### src/rtl/serial_adder_nbit.sv
// Multi-cycle adder/subtractor: CHUNK bits per clock, LSB slice first.
// Result registers only update on completion, so sum never shows a partial value.
module serial_adder_nbit #(
  parameter int WIDTH = 8,
  parameter int CHUNK = 1
) (
  input  logic             clk,
  input  logic             rst,
  input  logic             start,
  input  logic [WIDTH-1:0] a,
  input  logic [WIDTH-1:0] b,
  input  logic             c_in,
  input  logic             sub,
  output logic             busy,
  output logic             done,
  output logic [WIDTH-1:0] sum,
  output logic             c_out,
  output logic             ovf
);

  localparam int N  = WIDTH / CHUNK;
  localparam int CW = (N > 1) ? $clog2(N) : 1;

  typedef enum logic [1:0] {
    IDLE,
    RUN,
    DONE
  } state_t;

  state_t state, state_n;

  logic [WIDTH-1:0] ra, rb, acc, acc_n;
  logic [CW-1:0]    cnt;
  logic             carry;
  logic             last;
  logic [CHUNK:0]   s;
  logic             msb_ci;

  assign last = (cnt == CW'(N - 1));

  assign s = {1'b0, ra[CHUNK-1:0]}
           + {1'b0, rb[CHUNK-1:0]}
           + {{CHUNK{1'b0}}, carry};

  // carry into the top bit of the slice, recovered from its sum bit
  assign msb_ci = ra[CHUNK-1] ^ rb[CHUNK-1] ^ s[CHUNK-1];

  generate
    if (N == 1) begin : g_one
      assign acc_n = s[CHUNK-1:0];
    end else begin : g_many
      assign acc_n = {s[CHUNK-1:0], acc[WIDTH-1:CHUNK]};
    end
  endgenerate

  always_comb begin
    state_n = state;
    unique case (state)
      IDLE:    if (start) state_n = RUN;
      RUN:     if (last) state_n = DONE;
      DONE:    state_n = start ? RUN : IDLE;
      default: state_n = IDLE;
    endcase
  end

  assign busy = (state == RUN);
  assign done = (state == DONE);

  always_ff @(posedge clk) begin
    if (rst) begin
      state <= IDLE;
      ra    <= '0;
      rb    <= '0;
      acc   <= '0;
      cnt   <= '0;
      carry <= 1'b0;
      sum   <= '0;
      c_out <= 1'b0;
      ovf   <= 1'b0;
    end else begin
      state <= state_n;
      if (state != RUN && start) begin
        ra    <= a;
        rb    <= sub ? ~b : b;
        carry <= sub ? 1'b1 : c_in;
        cnt   <= '0;
      end else if (state == RUN) begin
        ra    <= ra >> CHUNK;
        rb    <= rb >> CHUNK;
        acc   <= acc_n;
        carry <= s[CHUNK];
        cnt   <= cnt + 1'b1;
        if (last) begin
          sum   <= acc_n;
          c_out <= s[CHUNK];
          ovf   <= msb_ci ^ s[CHUNK];
        end
      end
    end
  end

endmodule

### config.mk
export PLATFORM = sky130hd
export DESIGN_NAME = serial_adder_nbit
export DESIGN_NICKNAME = d
export VERILOG_FILES = /design/src/rtl/serial_adder_nbit.sv
export SDC_FILE = /design/constraint.sdc
export NUM_CORES = 1
export LEC_CHECK = 0
export CAP_MARGIN = 15
export CORE_MARGIN = 1.5
export CORE_UTILIZATION = 40
export CTS_CLUSTER_SIZE = 24
export DETAILED_ROUTE_END_ITERATION = 8
export GPL_TIMING_DRIVEN = 0
export PLACE_DENSITY = 0.65
export SYNTH_ARGS = -nofsm -noshare
export SYNTH_HDL_FRONTEND = slang
export SYNTH_SLANG_ARGS = --single-unit
### constraint.sdc
create_clock -name clk -period 3.15 [get_ports clk]
set_clock_uncertainty 0.05 [all_clocks]
set_input_delay 0.63 -clock clk [delete_from_list [all_inputs] [get_ports clk]]
set_output_delay 0.63 -clock clk [all_outputs]
set_load 0.005 [all_outputs]
==> key figures <==
Clocking
  – CTS Root Cell: clkbuf_8
  – CTS tree: done
  – Post-CTS Setup Bufs: 0
  – Clock buffer depth: 2
  – TritonCTS Buffers: 5
  – Max H-tree Level: 2
  – Post-cts resize count: 0
  – Worst-path clk slew: 0.08 ns
  – Worst-Skew Late Latency: 0.30 ns
  – Num Clock Sinks: 39
  – Cts hold-fix bufs: 0

STA
  – Fin Setup TNS: 0 ns
  – F_max: 410.7 MHz
  – Worst Tran Pin Value: 0.5024 ns
  – Fin. Hold Viols: 0
  – Slew Viols, Final: 0
  – Setup repair after global routing missed its margin: no
  – Tcrit/Tclk final: 0.7730
  – Slew headroom: 0.6651
  – Setup-failing EPs final: 0
  – Worst Setup Slack, final: 0.7151 ns
  – Hold_ws: 0.4029 ns
  – Minimum clock period: 2.435 ns

Critical path
  – R2r startpoint: ra[0]$_SDFFE_PP0P_
  – Crit Path Class: flip-flop to primary output
  – Max incr delay on CP: 0.50 ns
  – Worst path slowest cell: clkdlybuf4s50_1
  – Start point of the critical path: state[1]$_SDFFE_PP0P_
  – Critical path launch point type: flip-flop
  – WP data required: 2.47 ns
  – Crit end category: primary output
  – CP Data Arrival Time: 1.75 ns
  – Cell repeated most along the worst path: buf_6
  – Crit-path max FO: 10
  – CP Cell Sequence: nand2b_1 > buf_6 > inv_2 > buf_6 > buf_6 > clkdlybuf4s50_1

Global route
  – GR Overflow Total: 0
  – Initial antenna violation count: 0
  – First-pass GRT wire length: 5913 um
  – Number of global-route vias before repair: 1,313
  – GRT Total Usage: 0.1722
  – Largest net degree at the start of global routing: 13

Floorplanning
  – DIE WIDTH: 67.91 um
  – Die area: 0.004612 mm2
  – Core area: 0.004029 mm2
  – I/O pin count: 33
  – Row Count: 23
  – Die H: 67.91 um
  – Starting Density: 0.4183

Power and ir drop
  – Switch Pwr: 0.2662 mW
  – Worst vdd ir: 448.1 uV
  – Sequential share of power: 0.475
  – Sw frac: 0.2378
  – Clock network fraction of design power: 0.389
  – Pwr Total: 1.119 mW
  – P_int: 0.8530 mW
  – Pwr per Cell Area: 516.7 mW/mm2
  – Leak: 0.8235 nW
  – Logic pwr share: 0.136

Layout
  – Register area: 780.7 um2
  – Fillers: 402
  – Final cell count without fillers: 282
  – Fin util: 0.5376
  – Layout Area Growth over Synthesis: 28.51%
  – Final Cell Area: 0.002166 mm2
  – Share of cells above drive strength 1: 0.09052
  – N_diodes: 0
  – Area occupied by multi-input gates: 805.8 um2
  – Final net count: 255

Detailed routing
  – Initial drt markers: 84
  – Via count: 1,374
  – Total Routed Length: 3422 um
  – First-pass DRT Iterations: 4
  – DRC violation count after routing: 0
  – Final ANT Viol Nets: 0
  – Post-DR vias/cell: 4.872
  – Wirelength per Cell: 12.13 um

Place
  – Routability cong.: 0.7714
  – DP HPWL: 2412 um
  – Dpl ws: 1.031 ns
  – Placed inst area: 0.002048 mm2
  – PortBufs: 30
  – Cells after DPL: 274

Outcome
  – Status: finished, final reports clean

Synth
  – Avg Cell Area, Syn: 8.687 um2
  – Top cell type by total area after synthesis: dfxtp_1
  – Seq/Total Area, Yosys: 0.4633
  – Synth top area cells: dfxtp_1 46%, nand2_1 9.4%, a21oi_1 8.0%, xnor2_1 5.7%, mux2i_1 4.8%
  – Mapped Nets: 218
  – Mapped Area: 0.001685 mm2
  – Area share of the largest cell type after synthesis: 0.4633
  – Yosys warns: 0
  – Synthesized flop and latch total: 39
  – Number of distinct library cells after synthesis: 24
  – Mapped Cells: 194

Hold path
  – Hold Path Class: flip-flop to flip-flop
  – Hold path start: acc[1]$_SDFFE_PP0P_

Run
  – Max-cap check violation count: 0
==> state kept, by name, indices dropped and copies added, names as in the netlist <==
name and count:
acc 7, c_out 1, carry 1, cnt 3, ovf 1, ra 8, rb 8, state 2
sum 8
==> routing by layer <==
layer  share of wire  wire, um  track usage  vias up
met1            0.50      1713       0.2189      627
met2            0.44      1522       0.2757       21
met4           0.014        48      0.05250        0
met3           0.040       137      0.05921        5
li1                -         -            -      721
met5               0         0            0        -
==> final cells by class <==
type                            count  share of cell area
Sequential cell                    39              0.3605
Buffer                             15             0.04217
Timing Repair Buffer               30              0.1386
Clock buffer                        6             0.03813
Inverter                            2            0.003466
Clock inverter                      2             0.01618
Tap cell                           50             0.02889
Multi-Input combinational cell    138              0.3720
==> path summary, 6_finish.rpt <==
path	slack [ns]	to	depth (start not counted)
worst max register to register	1.60	ovf$_SDFFE_PP0P_	4
worst min register to register	0.40	sum[0]$_SDFFE_PP0P_	2
worst min-delay path	0.40	sum[0]$_SDFFE_PP0P_	2
worst max-delay path	0.72	busy	6
==> logic make-up (layout without fill, tap and decap cells) <==
| group | count (synthesis) | count (layout) | synth area share |
|---|---|---|---|
| AOI/OAI and AO/OA | 45 | 45 | 0.1715 |
| xor gates and xnor gates | 11 | 11 | 0.05716 |
| adders and majority gates | 3 | 3 | 0.02672 |
| buffers and inverters | 17 | 55 | 0.05865 |
| DFF | 39 | 39 | 0.4633 |
| muxes | 8 | 8 | 0.04751 |
| and+or+nand+nor | 71 | 71 | 0.1752 |
==> power by group through the flow <==
| stage | Clock, mW | Sequential (mW) | Combinational (mW) |
|---|---|---|---|
| 6_report | 0.436 | 0.531 | 0.152 |
| 5_1_grt | 0.462 | 0.535 | 0.170 |
| 4_1_cts | 0.444 | 0.531 | 0.155 |
| 3_5_place_dp | 0 | 0.543 | 0.154 |
| 3_3_place_gp | 0 | 0.543 | 0.153 |
| 2_1_floorplan | 0 | 0.539 | 0.107 |
==> critical path, delay by kind of cell (launching register included) <==
kind,cells,cell delay [ns]
flip-flops,1,0.33
buffers and inverters,5,0.97
AND/OR/NAND/NOR,1,0.15
==> Yosys cell counts <==
library cell   n
buf_6          3
buf_4          1
buf_2          7
ha_1           2
a211oi_1       8
a211o_1        8
nand2b_1       2
a2111oi_2      1
nand3b_1       4
nand2_1       42
fa_1           1
clkbuf_1       2
a2bb2oi_1      1
inv_2          1
nor2b_1        1
dfxtp_1       39
xnor2_1       11
buf_1          2
nor3_1         1
a21oi_1       27
nor2_1        20
inv_1          1
and3b_1        1
mux2i_1        8
==> cell usage in the layout (no fill, tap or decap), types with 2 or more instances in the layout <==
master           count
xnor2_1             11
nand2b_1             2
a211oi_1             8
mux2i_1              8
nand3b_1             4
buf_6                3
clkdlybuf4s50_1     30
nand2_1             42
buf_1                2
buf_2                7
clkbuf_8             6
a21oi_1             27
nor2_1              20
ha_1                 2
clkbuf_1             2
dfxtp_1             39
a211o_1              8
(Power assumes the default switching activity.)
